==> config.mk <==
export PLATFORM = sky130hd
export DESIGN_NAME = sprite_motion
export DESIGN_NICKNAME = d
export VERILOG_FILES = /design/src/rtl/sprite_motion.sv
export SDC_FILE = /design/constraint.sdc
export NUM_CORES = 1
export LEC_CHECK = 0
export ABC_AREA = 1
export BUFFER_PORTS_ARGS = -buffer_cell sky130_fd_sc_hd__buf_2
export CORE_MARGIN = 10
export CORE_UTILIZATION = 54
export DETAILED_ROUTE_END_ITERATION = 6
export PLACE_DENSITY = 0.79
export SLEW_MARGIN = 20
export SYNTH_ARGS = -nofsm -noshare
export SYNTH_HDL_FRONTEND = slang
export SYNTH_SLANG_ARGS = --single-unit
==> constraint.sdc <==
create_clock -name frame_clk -period 1.87 [get_ports frame_clk]
set_input_delay 0.187 -clock frame_clk [delete_from_list [all_inputs] [get_ports frame_clk]]
set_output_delay 0.187 -clock frame_clk [all_outputs]
set_load 0.01 [all_outputs]
==> src/rtl/sprite_motion.sv <==
// Frame-rate sprite controller: position, lives and IDLE/ACTIVE/RESPAWN/OVER flow; MODE 0 player, MODE 1 patrol.
// Build option: define SPRITE_MOTION_VERT_EN to add vertical keyboard motion (keys 1A/16) in MODE 0.
module sprite_motion #(
  parameter int SIZE_X         = 25,
  parameter int SIZE_Y         = 25,
  parameter int X_MIN          = 0,
  parameter int X_MAX          = 639,
  parameter int Y_MIN          = 0,
  parameter int Y_MAX          = 479,
  parameter int X_STEP         = 3,
  parameter int Y_STEP         = 1,
  parameter int X_START        = 320,
  parameter int Y_START        = 440,
  parameter int MODE           = 0,
  parameter int LIVES          = 3,
  parameter int RESPAWN_FRAMES = 60
) (
  input  logic       frame_clk,
  input  logic       Reset,
  input  logic [7:0] keycode,
  input  logic       hit,
  output logic [9:0] PosX,
  output logic [9:0] PosY,
  output logic [9:0] SizeX,
  output logic [9:0] SizeY,
  output logic       active,
  output logic [2:0] lives_left,
  output logic       game_over
);

  localparam logic [10:0] X_LO         = 11'(X_MIN);
  localparam logic [10:0] X_HI         = 11'(X_MAX - SIZE_X + 1);
  localparam logic [10:0] Y_LO         = 11'(Y_MIN);
  localparam logic [10:0] Y_HI         = 11'(Y_MAX - SIZE_Y + 1);
  localparam logic [10:0] X_INC        = 11'(X_STEP);
  localparam logic [10:0] Y_INC        = 11'(Y_STEP);
  localparam logic [9:0]  X_HOME       = 10'(X_START);
  localparam logic [9:0]  Y_HOME       = 10'(Y_START);
  localparam logic [2:0]  LIVES_INIT   = 3'(LIVES);
  localparam logic [9:0]  RESPAWN_LOAD = 10'(RESPAWN_FRAMES);
  localparam logic [7:0]  KEY_START    = 8'h2C;
  localparam logic [7:0]  KEY_LEFT     = 8'h04;
  localparam logic [7:0]  KEY_RIGHT    = 8'h07;
`ifdef SPRITE_MOTION_VERT_EN
  localparam logic [7:0]  KEY_UP       = 8'h1A;
  localparam logic [7:0]  KEY_DOWN     = 8'h16;
`endif

  typedef enum logic [1:0] {S_IDLE, S_ACTIVE, S_RESPAWN, S_OVER} state_e;
  typedef enum logic {DIR_RIGHT, DIR_LEFT} dir_e;

  // Saturating step: subtraction is guarded by a compare so it can never wrap below lo.
  function automatic logic [10:0] sat_step(input logic [10:0] v, input logic [10:0] s,
                                           input logic up, input logic [10:0] lo,
                                           input logic [10:0] hi);
    logic [10:0] r;
    if (up) r = (v + s >= hi) ? hi : v + s;
    else    r = (v <= lo + s) ? lo : v - s;
    return r;
  endfunction

  state_e      state_q, state_d;
  dir_e        dir_q, dir_d, mv_dir;
  logic [9:0]  pos_x_q, pos_x_d, pos_y_q, pos_y_d, mv_x, mv_y;
  logic [9:0]  cnt_q, cnt_d;
  logic [2:0]  lives_q, lives_d, lives_dec;
  logic        active_q, active_d, game_over_q, game_over_d;
  logic [10:0] x_ext, y_ext, nx;

  assign x_ext     = {1'b0, pos_x_q};
  assign y_ext     = {1'b0, pos_y_q};
  assign lives_dec = lives_q - 3'd1;

  always_comb begin
    // NOTE: every signal written here gets a default first, so no path can infer a latch.
    mv_x   = pos_x_q;
    mv_y   = pos_y_q;
    mv_dir = dir_q;
    nx     = x_ext;
    if (MODE == 0) begin
      if (keycode == KEY_LEFT)       mv_x = 10'(sat_step(x_ext, X_INC, 1'b0, X_LO, X_HI));
      else if (keycode == KEY_RIGHT) mv_x = 10'(sat_step(x_ext, X_INC, 1'b1, X_LO, X_HI));
`ifdef SPRITE_MOTION_VERT_EN
      if (keycode == KEY_UP)         mv_y = 10'(sat_step(y_ext, Y_INC, 1'b0, Y_LO, Y_HI));
      else if (keycode == KEY_DOWN)  mv_y = 10'(sat_step(y_ext, Y_INC, 1'b1, Y_LO, Y_HI));
`endif
    end else begin
      nx   = sat_step(x_ext, X_INC, dir_q == DIR_RIGHT, X_LO, X_HI);
      mv_x = 10'(nx);
      // Touching an edge turns the patrol around and drops it one row in the same frame.
      if ((dir_q == DIR_RIGHT && nx == X_HI) || (dir_q == DIR_LEFT && nx == X_LO)) begin
        mv_dir = (dir_q == DIR_RIGHT) ? DIR_LEFT : DIR_RIGHT;
        mv_y   = 10'(sat_step(y_ext, Y_INC, 1'b1, Y_LO, Y_HI));
      end
    end
  end

  always_comb begin
    state_d = state_q;
    pos_x_d = pos_x_q;
    pos_y_d = pos_y_q;
    dir_d   = dir_q;
    cnt_d   = cnt_q;
    lives_d = lives_q;
    unique case (state_q)
      S_IDLE: begin
        if (keycode == KEY_START) state_d = S_ACTIVE;
      end
      S_ACTIVE: begin
        if (hit) begin
          lives_d = lives_dec;
          if (lives_dec == 3'd0) begin
            state_d = S_OVER;
          end else begin
            state_d = S_RESPAWN;
            cnt_d   = RESPAWN_LOAD;
            pos_x_d = X_HOME;
            pos_y_d = Y_HOME;
            dir_d   = DIR_RIGHT;
          end
        end else begin
          pos_x_d = mv_x;
          pos_y_d = mv_y;
          dir_d   = mv_dir;
        end
      end
      S_RESPAWN: begin
        cnt_d = cnt_q - 10'd1;
        if (cnt_q == 10'd1) state_d = S_ACTIVE;
      end
      S_OVER: begin
        if (keycode == KEY_START) begin
          state_d = S_ACTIVE;
          lives_d = LIVES_INIT;
          pos_x_d = X_HOME;
          pos_y_d = Y_HOME;
          dir_d   = DIR_RIGHT;
        end
      end
      default: state_d = S_IDLE;
    endcase
    active_d    = (state_d == S_ACTIVE);
    game_over_d = (state_d == S_OVER);
  end

  always_ff @(posedge frame_clk) begin
    // NOTE: non-blocking assignments make every flop sample the pre-edge values.
    if (Reset) begin
      state_q     <= S_IDLE;
      pos_x_q     <= X_HOME;
      pos_y_q     <= Y_HOME;
      dir_q       <= DIR_RIGHT;
      cnt_q       <= 10'd0;
      lives_q     <= LIVES_INIT;
      active_q    <= 1'b0;
      game_over_q <= 1'b0;
    end else begin
      state_q     <= state_d;
      pos_x_q     <= pos_x_d;
      pos_y_q     <= pos_y_d;
      dir_q       <= dir_d;
      cnt_q       <= cnt_d;
      lives_q     <= lives_d;
      active_q    <= active_d;
      game_over_q <= game_over_d;
    end
  end

  assign PosX       = pos_x_q;
  assign PosY       = pos_y_q;
  assign SizeX      = 10'(SIZE_X);
  assign SizeY      = 10'(SIZE_Y);
  assign active     = active_q;
  assign lives_left = lives_q;
  assign game_over  = game_over_q;

endmodule

==> summary.txt <==
Route
  • DRC viols: 0
  • Post-Route WL: 5.01 mm
  • Routed WL per cell: 11.9 um
  • Vias/cell: 4.91
  • Via count: 2,071
  • Final antenna-violating net count: 0
  • First DRT Iteration DRCs: 221
  • First-pass DRT Iterations: 4

Clocking
  • Post-CTS Setup Inserts: 0
  • Reg clk slew, reported paths: 0.09 ns
  • Root buffer cell: clkbuf_8
  • CTS buffer count: 3
  • Clock Tree Buf Depth: 2
  • H-tree depth: 1
  • Clk_lat worst skew: 0.27 ns
  • CTS tree: yes
  • Clock sinks: 27
  • CTS Hold Buffers Added: 0

Finish
  • Nets: 394
  • Post-Layout Cell Count: 422
  • Final std cell area, no fill: 0.00245 mm2
  • Synth-to-Final Area Change: 9.45%
  • Inserted Diodes: 0
  • Layout cell share with drive strength beyond 1: 0.226
  • Fillcell total: 380

Global route
  • Vias in the first global route: 1,965
  • Antenna violations before repair: 0
  • GRT Residual Overflow: 0
  • First-pass GRT wire length: 8.55 mm
  • Met3 global-route usage: 0.0329
  • Met2 usage: 0.250
  • GR Util met1: 0.152
  • Gr usage total: 0.137
  • Global routing's busiest layer: met2
  • Largest net degree at the start of global routing: 19

Timing
  • Max-slew violations: 0
  • Setup ws final: 0.141 ns
  • Fin Hold WS: 0.296 ns
  • Peak Freq: 0.578 GHz
  • Final period util: 0.925
  • Final hold vios: 0
  • RSZ-0062 raised after global routing: yes
  • Setup violators final: 0
  • Tmin final: 1.73 ns
  • Clock Skew: 0.00148 ns

Place
  • Input/output buffers: 25
  • Placer Congestion: 0.971
  • Post-Place Worst Slack: 0.0220 ns
  • Placed Cells: 418
  • Post-placement cell area: 0.00234 mm2
  • DP Wirelength: 4.07 mm

Worst setup path
  • CP top delay family: simple AND/OR/NAND/NOR gates
  • Startpoint Class: register
  • Crit path max fanout: 5
  • Critical path class: reg -> reg
  • WP buf/inv: 1
  • CP max stage cell: dfxtp_2
  • Worst EP arrival: 1.88 ns
  • WP depth: 11
  • FF-to-FF path depth: 11
  • Worst stage delay on the critical path: 0.35 ns
  • CP Capture Type: register
  • Crit path cell chain: inv_1 -> ha_1 -> xnor2_1 -> nand2_1 -> nand2_1 -> nand2_2 -> nand3_1 -> nor2_1 -> nand2_2 -> xor2_1 -> a21oi_1
  • WP data required: 2.02 ns

Pwr
  • Peak VDD IR: 0.410 mV
  • Total power draw: 994 uW
  • Leak: 0.00116 uW
  • Power density cells: 406 mW/mm2

Die
  • Row cnt: 23
  • Initial Util: 0.560
  • Die width: 84.4 um
  • I/O pin count: 56
  • Die Span Y: 84.4 um
  • Total core area: 0.00400 mm2
  • Die ar.: 0.00712 mm2

Yosys
  • Yosys top cell by area: dfxtp_1
  • Synthesized flop and latch total: 27
  • Synth top area share: 0.241
  • Syn avg cell area: 6.55 um2
  • Distinct cells, synth: 39
  • Post-synth EDFFs: 0
  • Most instantiated library cell after synthesis: nand2_1
  • Dominant cells by area after synthesis: dfxtp_1, nand2_1, buf_4
  • Ys Warns: 0
  • Asr flop ratio synth: 0
  • Synthesized cell area: 0.00224 mm2
  • Most frequent cells after synthesis: nand2_1, inv_1, nor2_1
  • Primary FF master, synth: dfxtp_1
  • Register area share after synthesis: 0.241
  • Syn Inst Count: 342

Outcome
  • Status: complete, no violations

Job
  • Max-Cap Viols: 0

Hold path
  • HP Class: in -> reg
  • Worst hold stages: 2
[state kept, by name, summed over array words and instances, names as in the netlist]
signal and flops:
PosX 10, cnt_q 10, lives_left 3, state_q 2, active 1, game_over 1
[cell families after synthesis]
logic type,count (synthesis),synth area share
and+or+nand+nor,169,0.354
buffers and inverters,80,0.189
AOI/OAI and AO/OA,45,0.117
DFF,27,0.241
adders and majority gates,10,0.0559
xor gates and xnor gates,9,0.0386
other,2,0.00336
[report_power, final]
part | internal, uW | switching, uW
logic | 19.7 | 62.5
clock network | 149 | 184
registers | 577 | 2.14
[repair_timing]
action                                 4_1_cts  5_1_grt
endpoints found under the hold margin        0        0
setup endpoints to repair                    0       16
resized for setup                            0       23
[metrics by stage]
step / TNS, ns / util
2_1_floorplan: 0 / -
3_3_place_gp: 0 / 0.584
6_report: 0 / 0.612
5_1_grt: -0.0448 / 0.612
3_5_place_dp: 0 / 0.584
4_1_cts: 0 / 0.596
[final cells by class]
| cell class | count | area, um2 | area share |
|---|---|---|---|
| clock buffer | 3 | 41.3 | 0.0169 |
| clock inverter | 1 | 5.00 | 0.00204 |
| inverter | 45 | 169 | 0.0689 |
| multi-input combinational | 263 | 1440 | 0.588 |
| sequential | 27 | 546 | 0.223 |
| tap | 50 | 62.6 | 0.0255 |
| timing repair buffer | 33 | 185 | 0.0756 |
[routing by layer]
metal	wire length, um	up-vias	share of wire
li1	-	1083	-
met1	2140	949	0.43
met2	2570	37	0.51
met3	272	2	0.054
met4	31	0	0.0062
met5	0	-	0
[layout by cell type, fill, tap and decap left out, types with 8 or more instances in the layout]
cell | netlist | routed
nand2_2 | 7 | 11
nand3_1 | 15 | 15
nor2_1 | 37 | 33
a21oi_1 | 21 | 20
inv_1 | 42 | 42
buf_2 | 0 | 25
dfxtp_1 | 27 | 23
buf_4 | 31 | 8
o21ai_0 | 10 | 9
nand2_1 | 76 | 72
conb_1 | 2 | 30
[worst paths after layout]
check	start	end	slack [ns]
worst min-delay path	Reset	state_q[1]$_SDFF_PP0_	0.30
worst min register to register	cnt_q[1]$_SDFFE_PP0P_	cnt_q[1]$_SDFFE_PP0P_	0.53
worst max-delay path	lives_left[0]$_SDFFE_PP1P_	cnt_q[5]$_SDFFE_PP0P_	0.14
worst max register to register	lives_left[0]$_SDFFE_PP1P_	cnt_q[5]$_SDFFE_PP0P_	0.14
(Power assumes the default switching activity.)
